`src/rtl/ctrl_pkg.sv`:
```
// Shared types and encodings for the multicycle control FSM.
package ctrl_pkg;

  typedef enum logic [3:0] {
    RESET_ST = 4'd0,
    FETCH    = 4'd1,
    IR_WAIT  = 4'd2,
    DECODE   = 4'd3,
    PC_INC   = 4'd4,
    R_EXEC   = 4'd5,
    I_EXEC   = 4'd6,
    LUI_EXEC = 4'd7,
    ADDR     = 4'd8,
    LD_MEM   = 4'd9,
    LD_MDR   = 4'd10,
    WB       = 4'd11,
    SD_MEM   = 4'd12,
    BRANCH   = 4'd13,
    ERROR    = 4'd14
  } state_e;

  typedef enum logic [2:0] {
    CLS_R,
    CLS_I,
    CLS_LUI,
    CLS_LOAD,
    CLS_STORE,
    CLS_BRANCH,
    CLS_ILLEGAL
  } iclass_e;

  typedef struct packed {
    iclass_e cls;
    logic    illegal;
    logic    f7_ok;
    logic    f7_sub;
    logic    beq;
    logic    bne;
  } dec_t;

  localparam logic [6:0] OP_R      = 7'b0110011;
  localparam logic [6:0] OP_I      = 7'b0010011;
  localparam logic [6:0] OP_LUI    = 7'b0110111;
  localparam logic [6:0] OP_LOAD   = 7'b0000011;
  localparam logic [6:0] OP_STORE  = 7'b0100011;
  localparam logic [6:0] OP_BRANCH = 7'b1100011;

  localparam logic [2:0] F3_DWORD  = 3'b011;
  localparam logic [2:0] F3_BEQ    = 3'b000;
  localparam logic [2:0] F3_BNE    = 3'b001;
  localparam logic [6:0] F7_ADD    = 7'b0000000;
  localparam logic [6:0] F7_SUB    = 7'b0100000;

  localparam logic [2:0] ALU_ADD   = 3'b001;
  localparam logic [2:0] ALU_SUB   = 3'b010;
  localparam logic [2:0] ALU_CMP   = 3'b111;

  localparam logic [1:0] SRCA_PC   = 2'd0;
  localparam logic [1:0] SRCA_A    = 2'd1;
  localparam logic [1:0] SRCA_ZERO = 2'd2;

  localparam logic [1:0] SRCB_B      = 2'd0;
  localparam logic [1:0] SRCB_FOUR   = 2'd1;
  localparam logic [1:0] SRCB_IMM    = 2'd2;
  localparam logic [1:0] SRCB_IMM_SH = 2'd3;

endpackage

```
`src/rtl/ctrl_if.sv`:
```
// Controller <-> datapath signal bundle; master is the controller side.
interface ctrl_if;
  logic [6:0]  IR6_0;
  logic [4:0]  IR11_7;
  logic [31:0] IR31_0;
  logic        IGUAL;
  logic        PC_WRITE;
  logic        IR_WIRE;
  logic        LOAD_A;
  logic        LOAD_B;
  logic        LOAD_ALU_OUT;
  logic        LOAD_MDR;
  logic        BANCO_WIRE;
  logic        DMEM_RW;
  logic        MEM32_WIRE;
  logic        MUX_MR_WIRE;
  logic        PC_SRC;
  logic [1:0]  ALU_SRCA;
  logic [1:0]  ALU_SRCB;
  logic [2:0]  ALU_SELECTOR;
  logic [15:0] SAIDA_ESTADO;

  modport master (
    input  IR6_0, IR11_7, IR31_0, IGUAL,
    output PC_WRITE, IR_WIRE, LOAD_A, LOAD_B, LOAD_ALU_OUT, LOAD_MDR,
           BANCO_WIRE, DMEM_RW, MEM32_WIRE, MUX_MR_WIRE, PC_SRC,
           ALU_SRCA, ALU_SRCB, ALU_SELECTOR, SAIDA_ESTADO
  );

  modport slave (
    output IR6_0, IR11_7, IR31_0, IGUAL,
    input  PC_WRITE, IR_WIRE, LOAD_A, LOAD_B, LOAD_ALU_OUT, LOAD_MDR,
           BANCO_WIRE, DMEM_RW, MEM32_WIRE, MUX_MR_WIRE, PC_SRC,
           ALU_SRCA, ALU_SRCB, ALU_SELECTOR, SAIDA_ESTADO
  );
endinterface

```
`src/rtl/ctrl_decode.sv`:
```
// Combinational instruction classifier: opcode/funct3/funct7 -> class and flags.
module ctrl_decode
  import ctrl_pkg::*;
(
  input  logic [6:0] opcode,
  input  logic [2:0] funct3,
  input  logic [6:0] funct7,
  output dec_t       dec
);

  // Classify the opcode; load/store accept only the doubleword width.
  always_comb begin
    dec        = '0;
    dec.cls    = CLS_ILLEGAL;
    dec.f7_ok  = (funct7 == F7_ADD) || (funct7 == F7_SUB);
    dec.f7_sub = (funct7 == F7_SUB);
    dec.beq    = (funct3 == F3_BEQ);
    dec.bne    = (funct3 == F3_BNE);
    case (opcode)
      OP_R:      dec.cls = CLS_R;
      OP_I:      dec.cls = CLS_I;
      OP_LUI:    dec.cls = CLS_LUI;
      OP_LOAD:   if (funct3 == F3_DWORD) dec.cls = CLS_LOAD;
      OP_STORE:  if (funct3 == F3_DWORD) dec.cls = CLS_STORE;
      OP_BRANCH: dec.cls = CLS_BRANCH;
      default:   dec.cls = CLS_ILLEGAL;
    endcase
    dec.illegal = (dec.cls == CLS_ILLEGAL);
  end

endmodule

```
`src/rtl/ctrl_fsm.sv`:
```
// Multicycle control unit: fetch/decode/execute sequencing with Moore outputs.
module ctrl_fsm
  import ctrl_pkg::*;
(
  input  logic    CLK,
  input  logic    RESET,
  ctrl_if.master  bus
);

  state_e state;
  state_e next_state;
  dec_t   dec;

  ctrl_decode u_decode (
    .opcode (bus.IR6_0),
    .funct3 (bus.IR31_0[14:12]),
    .funct7 (bus.IR31_0[31:25]),
    .dec    (dec)
  );

  // State register with synchronous reset.
  always_ff @(posedge CLK) begin
    if (RESET) state <= RESET_ST;
    else       state <= next_state;
  end

  // Next-state sequencing and opcode dispatch.
  always_comb begin
    next_state = ERROR;
    case (state)
      RESET_ST: next_state = FETCH;
      FETCH:    next_state = IR_WAIT;
      IR_WAIT:  next_state = DECODE;
      DECODE:   next_state = PC_INC;
      PC_INC: begin
        case (dec.cls)
          CLS_R:                next_state = R_EXEC;
          CLS_I:                next_state = I_EXEC;
          CLS_LUI:              next_state = LUI_EXEC;
          CLS_LOAD, CLS_STORE:  next_state = ADDR;
          CLS_BRANCH:           next_state = BRANCH;
          default:              next_state = ERROR;
        endcase
      end
      R_EXEC:   next_state = dec.f7_ok ? WB : ERROR;
      I_EXEC:   next_state = WB;
      LUI_EXEC: next_state = WB;
      ADDR: begin
        if (dec.cls == CLS_LOAD)       next_state = LD_MEM;
        else if (dec.cls == CLS_STORE) next_state = SD_MEM;
        else                           next_state = ERROR;
      end
      LD_MEM:   next_state = LD_MDR;
      LD_MDR:   next_state = WB;
      WB:       next_state = FETCH;
      SD_MEM:   next_state = FETCH;
      BRANCH:   next_state = FETCH;
      ERROR:    next_state = ERROR;
      default:  next_state = ERROR;
    endcase
  end

  // Output decode; only PC_WRITE in BRANCH looks at IGUAL.
  always_comb begin
    bus.PC_WRITE     = 1'b0;
    bus.IR_WIRE      = 1'b0;
    bus.LOAD_A       = 1'b0;
    bus.LOAD_B       = 1'b0;
    bus.LOAD_ALU_OUT = 1'b0;
    bus.LOAD_MDR     = 1'b0;
    bus.BANCO_WIRE   = 1'b0;
    bus.DMEM_RW      = 1'b0;
    bus.MEM32_WIRE   = 1'b0;
    bus.MUX_MR_WIRE  = 1'b0;
    bus.PC_SRC       = 1'b0;
    bus.ALU_SRCA     = '0;
    bus.ALU_SRCB     = '0;
    bus.ALU_SELECTOR = '0;
    bus.SAIDA_ESTADO = {12'h000, state};
    case (state)
      IR_WAIT: bus.IR_WIRE = 1'b1;
      DECODE: begin
        bus.LOAD_A       = 1'b1;
        bus.LOAD_B       = 1'b1;
        bus.ALU_SRCA     = SRCA_PC;
        bus.ALU_SRCB     = SRCB_IMM_SH;
        bus.ALU_SELECTOR = ALU_ADD;
        bus.LOAD_ALU_OUT = 1'b1;
      end
      PC_INC: begin
        bus.ALU_SRCA     = SRCA_PC;
        bus.ALU_SRCB     = SRCB_FOUR;
        bus.ALU_SELECTOR = ALU_ADD;
        bus.PC_SRC       = 1'b0;
        bus.PC_WRITE     = 1'b1;
      end
      R_EXEC: begin
        bus.ALU_SRCA     = SRCA_A;
        bus.ALU_SRCB     = SRCB_B;
        bus.ALU_SELECTOR = dec.f7_sub ? ALU_SUB : ALU_ADD;
        bus.LOAD_ALU_OUT = 1'b1;
      end
      I_EXEC, ADDR: begin
        bus.ALU_SRCA     = SRCA_A;
        bus.ALU_SRCB     = SRCB_IMM;
        bus.ALU_SELECTOR = ALU_ADD;
        bus.LOAD_ALU_OUT = 1'b1;
      end
      LUI_EXEC: begin
        bus.ALU_SRCA     = SRCA_ZERO;
        bus.ALU_SRCB     = SRCB_IMM;
        bus.ALU_SELECTOR = ALU_ADD;
        bus.LOAD_ALU_OUT = 1'b1;
      end
      LD_MEM:   bus.DMEM_RW  = 1'b0;
      LD_MDR:   bus.LOAD_MDR = 1'b1;
      WB: begin
        bus.BANCO_WIRE  = (bus.IR11_7 != '0);
        bus.MUX_MR_WIRE = (dec.cls == CLS_LOAD);
      end
      SD_MEM:   bus.DMEM_RW = 1'b1;
      BRANCH: begin
        bus.ALU_SRCA     = SRCA_A;
        bus.ALU_SRCB     = SRCB_B;
        bus.ALU_SELECTOR = ALU_CMP;
        bus.PC_SRC       = 1'b1;
        bus.PC_WRITE     = (dec.beq & bus.IGUAL) | (dec.bne & ~bus.IGUAL);
      end
      default: ;
    endcase
  end

endmodule
```
`src/flat_wrapper.sv`:
```
// flat-port wrapper written by rule: the top's interface ports become plain ports
module ctrl_fsm_flat import ctrl_pkg::*;
  (CLK, RESET, bus_IR6_0, bus_IR11_7, bus_IR31_0, bus_IGUAL, bus_PC_WRITE, bus_IR_WIRE, bus_LOAD_A, bus_LOAD_B, bus_LOAD_ALU_OUT, bus_LOAD_MDR, bus_BANCO_WIRE, bus_DMEM_RW, bus_MEM32_WIRE, bus_MUX_MR_WIRE, bus_PC_SRC, bus_ALU_SRCA, bus_ALU_SRCB, bus_ALU_SELECTOR, bus_SAIDA_ESTADO);
  ctrl_if bus_i ();
  input  logic CLK;
  input  logic RESET;
  input wire logic [$bits(bus_i.IR6_0)-1:0] bus_IR6_0;
  input wire logic [$bits(bus_i.IR11_7)-1:0] bus_IR11_7;
  input wire logic [$bits(bus_i.IR31_0)-1:0] bus_IR31_0;
  input wire logic [$bits(bus_i.IGUAL)-1:0] bus_IGUAL;
  output wire logic [$bits(bus_i.PC_WRITE)-1:0] bus_PC_WRITE;
  output wire logic [$bits(bus_i.IR_WIRE)-1:0] bus_IR_WIRE;
  output wire logic [$bits(bus_i.LOAD_A)-1:0] bus_LOAD_A;
  output wire logic [$bits(bus_i.LOAD_B)-1:0] bus_LOAD_B;
  output wire logic [$bits(bus_i.LOAD_ALU_OUT)-1:0] bus_LOAD_ALU_OUT;
  output wire logic [$bits(bus_i.LOAD_MDR)-1:0] bus_LOAD_MDR;
  output wire logic [$bits(bus_i.BANCO_WIRE)-1:0] bus_BANCO_WIRE;
  output wire logic [$bits(bus_i.DMEM_RW)-1:0] bus_DMEM_RW;
  output wire logic [$bits(bus_i.MEM32_WIRE)-1:0] bus_MEM32_WIRE;
  output wire logic [$bits(bus_i.MUX_MR_WIRE)-1:0] bus_MUX_MR_WIRE;
  output wire logic [$bits(bus_i.PC_SRC)-1:0] bus_PC_SRC;
  output wire logic [$bits(bus_i.ALU_SRCA)-1:0] bus_ALU_SRCA;
  output wire logic [$bits(bus_i.ALU_SRCB)-1:0] bus_ALU_SRCB;
  output wire logic [$bits(bus_i.ALU_SELECTOR)-1:0] bus_ALU_SELECTOR;
  output wire logic [$bits(bus_i.SAIDA_ESTADO)-1:0] bus_SAIDA_ESTADO;
  assign bus_i.IR6_0 = bus_IR6_0;
  assign bus_i.IR11_7 = bus_IR11_7;
  assign bus_i.IR31_0 = bus_IR31_0;
  assign bus_i.IGUAL = bus_IGUAL;
  assign bus_PC_WRITE = bus_i.PC_WRITE;
  assign bus_IR_WIRE = bus_i.IR_WIRE;
  assign bus_LOAD_A = bus_i.LOAD_A;
  assign bus_LOAD_B = bus_i.LOAD_B;
  assign bus_LOAD_ALU_OUT = bus_i.LOAD_ALU_OUT;
  assign bus_LOAD_MDR = bus_i.LOAD_MDR;
  assign bus_BANCO_WIRE = bus_i.BANCO_WIRE;
  assign bus_DMEM_RW = bus_i.DMEM_RW;
  assign bus_MEM32_WIRE = bus_i.MEM32_WIRE;
  assign bus_MUX_MR_WIRE = bus_i.MUX_MR_WIRE;
  assign bus_PC_SRC = bus_i.PC_SRC;
  assign bus_ALU_SRCA = bus_i.ALU_SRCA;
  assign bus_ALU_SRCB = bus_i.ALU_SRCB;
  assign bus_ALU_SELECTOR = bus_i.ALU_SELECTOR;
  assign bus_SAIDA_ESTADO = bus_i.SAIDA_ESTADO;
  ctrl_fsm u_core (.CLK(CLK), .RESET(RESET), .bus(bus_i));
endmodule
```
`config.mk`:
```
export PLATFORM = sky130hd
export DESIGN_NAME = ctrl_fsm_flat
export DESIGN_NICKNAME = d
export VERILOG_FILES = /design/src/rtl/ctrl_pkg.sv /design/src/rtl/ctrl_if.sv /design/src/rtl/ctrl_decode.sv /design/src/rtl/ctrl_fsm.sv /design/src/flat_wrapper.sv
export SDC_FILE = /design/constraint.sdc
export NUM_CORES = 1
export LEC_CHECK = 0
export CAP_MARGIN = 20
export CORE_ASPECT_RATIO = 1.4
export CORE_MARGIN = 5
export CORE_UTILIZATION = 29
export DETAILED_ROUTE_END_ITERATION = 8
export PLACE_DENSITY = 0.85
export SKIP_CTS_REPAIR_TIMING = 1
export SLEW_MARGIN = 0
export SYNTH_ARGS = -nofsm -noshare
export SYNTH_HDL_FRONTEND = slang
export SYNTH_SLANG_ARGS = --single-unit
```
`constraint.sdc`:
```
create_clock -name CLK -period 3.23 [get_ports CLK]
set_input_delay 0.8075 -clock CLK [delete_from_list [all_inputs] [get_ports CLK]]
set_output_delay 0.8075 -clock CLK [all_outputs]
set_load 0.05 [all_outputs]
```
## Yosys cells after proc, flatten, opt, wreduce, memory -nomap -nowiden

Cells that the tools add are included.

- Equality and inequality tests: 27
- Bitwise logic cells: 4
- Multiplexer cells: 21
- Reductions and logical operators: 13

Operators with widths:

| cell | number |
|---|---|
| one-hot mux 4 bit (9 select lines) | 1 |
| == test 7 x 6 -> 1 bit, second input constant | 4 |
| == test 4 bit, second input constant | 6 |
| one-hot mux 4 bit (5 select lines) | 1 |
| one-hot mux 3 bit (6 select lines) | 1 |
| == test 4 x 3 -> 1 bit, second input constant | 4 |
| OR reduction 5 bit | 2 |
| == test 3 x 2 -> 1 bit, second input constant | 3 |
| one-hot mux 3 bit (3 select lines) | 1 |
| == test 4 x 2 -> 1 bit, second input constant | 2 |
| 2-to-1 mux 1 bit | 8 |
| OR reduction 4 bit | 2 |
| == test 7 x 2 -> 1 bit, second input constant | 1 |
| == test 7 x 5 -> 1 bit, second input constant | 1 |
| == test 7 bit, second input constant | 1 |
| logical NOT 7 bit | 1 |
| == test 3 x 1 -> 1 bit, second input constant | 2 |
| == test 3 bit, second input constant | 2 |
| logical NOT 3 bit | 2 |
| 2-to-1 mux 2 bit | 3 |
| 2-to-1 mux 3 bit | 2 |
| one-hot mux 2 bit (3 select lines) | 1 |
| OR reduction 3 bit | 2 |
| nonzero test 5 bit | 1 |
| other kinds (10) | 11 |

- Output and inout port bits: 34
- Bits of input ports: 47
- Register bits after elaboration: 4
- Logic and storage cells: 66

## Longest topological paths before layout

- Word-level depth: 7
- Depth in mapped cells: 5
- Gate-level depth less buffers: 4

## By module

A second synthesis with hierarchy kept.

- Cell total of the unflattened synthesis: 117
- Area, all modules: 800.8 sq um

By module, submodules not included:

| module | area an instance (sq um) | cells an instance | seq. area each (sq um) | instances |
|---|---|---|---|---|
| ctrl_fsm | 648.1 | 92 | 80.1 | 1 |
| ctrl_decode | 152.6 | 25 | 0.0 | 1 |

## Least setup slack after synthesis

Ideal clock, no wire load.

- Kind: register to output
- From: register u_core.state[3]
- To: output bus_PC_WRITE
- Arrival time: 2.804 ns
- Slack: -0.382 ns
- Buffers on the path: 1
- Required time: 2.423 ns
- Stages on the path, launching flop included: 6
- Cells stage by stage: dfxtp_1 -> and2_0 -> buf_2 -> and3_1 -> nand2_1 -> o31ai_1

- Cells in the longest elaborated chain, start to end: 2
- Elaborated cells between the ends (all ways): 3
- Classes of those cells: eq/ne: 2; mux: 1

Ends and longest elaborated chain:

| item | RTL line | text |
|---|---|---|
| start: declaration | ctrl_fsm.sv:10 | `state_e state;` |
| start signal: assignment | ctrl_fsm.sv:24 | `else state <= next_state;` |
| == test 4 bit / == test 4 x 3 -> 1 bit (equally long branches) | ctrl_fsm.sv:80 | `case (state)` |
| one-hot mux 1 bit (2 select lines) * | ctrl_fsm.sv:80 |  |
| end: declaration | flat_wrapper.sv:11 | `output wire logic [$bits(bus_i.PC_WRITE)-1:0] bus_PC_WRITE;` |

Every way passes the cells marked *; elsewhere a longest branch is shown, timed or not.

## Worst setup path in the final report

- From: input bus_IR6_0[6]
- To: output bus_MUX_MR_WIRE

- Cells in the longest elaborated chain, start to end: 4
- Elaborated cells between the ends (all ways): 9
- Classes of those cells: eq/ne: 7; mux: 2

Ends and longest elaborated chain:

| item | RTL line | text |
|---|---|---|
| start: declaration | flat_wrapper.sv:7 | `input wire logic [$bits(bus_i.IR6_0)-1:0] bus_IR6_0;` |
| == test 7 bit, or another cell as far along | ctrl_decode.sv:19 | `case (opcode)` |
| one-hot mux 3 bit (6 select lines) * | ctrl_decode.sv:19 |  |
| == test 3 x 2 -> 1 bit * | ctrl_fsm.sv:119 | `bus.MUX_MR_WIRE = (dec.cls == CLS_LOAD);` |
| 2-to-1 mux 1 bit * | ctrl_fsm.sv:80 |  |
| end: declaration | flat_wrapper.sv:20 | `output wire logic [$bits(bus_i.MUX_MR_WIRE)-1:0] bus_MUX_MR_WIRE;` |

Marks and branches as above.

==> impl_metrics.yaml <==
detailed_routing:
  dr.pass1.iters: 4
  routedWlPerCell_um: 13.0
  vias: 896
  postRouteAntennaNets: 0
  viasPerCell: 5.24
  routed_wl_mm: 2.23
  drc: 0
  drtIter0Drc: 28
floorplanning:
  io_pins: 81
  core_area_mm2: 0.00236
  num_rows: 21
  start_util: 0.298
  die_area_mm2: 0.00353
  die_h_um: 68.3
  die_w_um: 51.7
finish:
  nFillCells: 226
  largest_reg_flops: 4
  diodes: 0
  multi_input_area_um2: 546
  drive_gt1_frac: 0.128
  seq_area_um2: 82.6
  syn_to_final_growth_pct: 69.8
  fin_nets: 197
  final_util: 0.506
  largest_registers: "u_core.state x4"
  largest_register: "u_core.state"
cts:
  cts.sinks: 4
  clkLatencyLatePin_ns: 0.25
  cts_tree: "built"
  root_buffer: "clkbuf_4"
  path_clk_slew_ns: 0.04
  h-tree-depth: 1
  cts_buffers: 3
  cts_max_path_buffers: 2
min_path:
  hold_start: "u_core.state[2]$_SDFF_PP0_"
  hold_depth: 2
  min_to: "u_core.state[3]$_SDFF_PP0_"
  hold_path.class: "flip-flop to flip-flop"
synth:
  synth_edf_count: 0
  synth-seq-area-share: 0.114
  post_synth_num_cell_types: 42
  synth_seq_cells: 4
  synthesis.instances: 105
  yosys-top-cells-area: "buf_4, dfxtp_1, nor2_1, o21ai_0, a21oi_1"
  yosys-top-cells-count: "buf_4, nor2_1, o21ai_0"
  post-synth-top-count-cell: "buf_4"
  syn_area_um2: 704
  synth_area_leader_cell: "buf_4"
  async_flop_share: 0
  synth_top_area_share: 0.149
  synth_flop_cell: "dfxtp_1"
  syn_area_per_cell_um2: 6.71
  yosys_warnings: 0
pwr:
  power.leakage_nw: 0.472
  power_density_mw_per_mm2: 751
  ir_drop_mv: 0.349
sta:
  setup_violations: 0
  rsz0062_at_grt: "false"
  tightest_slew_ns: 0.530
  hold_violations: 0
  min_period_ns: 3.08
  maxSlewHeadroom: 0.646
  hold_slack_ns: 0.629
  drv_slew: 0
  tns_ns: 0
  finalCritPeriodShare: 0.953
  max_freq_mhz: 325
  skew_ns: 0.00433
critical_path:
  cp.arrival_ns: 2.27
  worstSetupStartpointType: "primary input"
  r2r_end: "u_core.state[0]$_SDFF_PP0_"
  critPathSlowestCell: "clkdlybuf4s50_1"
  endpoint_kind: "output port"
  cpPeakStageDelay_ns: 0.47
  rr_worst_depth: 4
  reg2reg_slack_ns: 1.66
  required_ns: 2.42
  path_cells: "clkdlybuf4s50_1, and4bb_2, nand4b_1, nor3_2, buf_12"
  timing.rr.start: "u_core.state[0]$_SDFF_PP0_"
  cp_max_fo: 5
  critical_path_class: "primary input to output port"
placement:
  hpwl_mm: 1.83
  io_buffers: 45
  routabilityCongestion: 0.761
global_routing:
  overflow: 0
  antenna_found_initial: 0
  track_usage: 0.122
  grt_pass1_vias: 785
  grt_first_pass_wirelength_mm: 3.36
  grt_start_max_net_pins: 19
run_status:
  outcome: "finished clean"
job:
  max_cap_viol_count: 0
## worst max-delay path, delay by kind of cell
family        cells  cell delay [ns]
buf+inv           2             0.64
simple gates      3             0.82
## worst max path at each step
stage,from,endpoint,slack [ns]
floorplan,u_core.state[3]$_SDFF_PP0_,bus_PC_WRITE,0.03
global placement,bus_IR6_0[6],bus_MUX_MR_WIRE,0.1
detailed placement,bus_IR6_0[6],bus_MUX_MR_WIRE,0.08
CTS,bus_IR6_0[6],bus_MUX_MR_WIRE,0.06
global route,u_core.state[1]$_SDFF_PP0_,bus_ALU_SRCB[1],0.07
finish,bus_IR6_0[6],bus_MUX_MR_WIRE,0.15
## through the flow
stage	cell area [um^2]	std cells	power, mW	setup WS, ns
floorplan	759	117	0.619	0.0261
global placement	1160	168	0.823	0.0957
detailed placement	1160	168	0.831	0.0836
CTS	1190	171	0.899	0.0584
global route	1200	171	0.952	0.0661
finish	1200	171	0.898	0.151
## routing by layer
layer | wire [um] | track usage | vias to the layer above
li1 | - | - | 446
met1 | 846 | 0.126 | 408
met2 | 1210 | 0.242 | 39
met3 | 137 | 0.00218 | 3
met4 | 27 | 0.0689 | 0
met5 | 0 | 0 | -
## layout by cell type, fill, tap and decap left out, types with 2 or more instances in the layout
cell type        instances
a21oi_1                  7
and2_1                   2
and3_1                   2
buf_12                   4
buf_4                    3
clkbuf_4                 3
clkdlybuf4s50_1         39
conb_1                  13
dfxtp_1                  2
dfxtp_2                  2
inv_1                    3
nand2_1                  5
nand2b_1                 4
nand3_1                  2
nand4b_1                 2
nor2_1                  12
nor3_1                   5
nor3_2                   2
o21ai_0                  8
## report_power, final
group	switching, mW	total, mW	leakage (nW)	internal, mW
clock	0.0245	0.0663	0.0138	0.0418
sequential	0.0784	0.151	0.0339	0.0726
combinational	0.439	0.681	0.424	0.242
total	0.542	0.898	0.472	0.357
## cells by family after synthesis
| group | synth area share |
|---|---|
| compound gates | 0.279 |
| xor+xnor | 0.0124 |
| buf+inv | 0.197 |
| flops | 0.114 |
| mux | 0.0142 |
| other cells | 0.00532 |
| simple gates | 0.378 |
## final cells by class
type                            instances  area share
Timing Repair Buffer                   47       0.423
Sequential cell                         4      0.0690
Inverter                                3     0.00941
Clock buffer                            3      0.0188
Tap cell                               23      0.0241
Multi-Input combinational cell         91       0.456
Note: power is estimated with default switching activity, not from simulation.
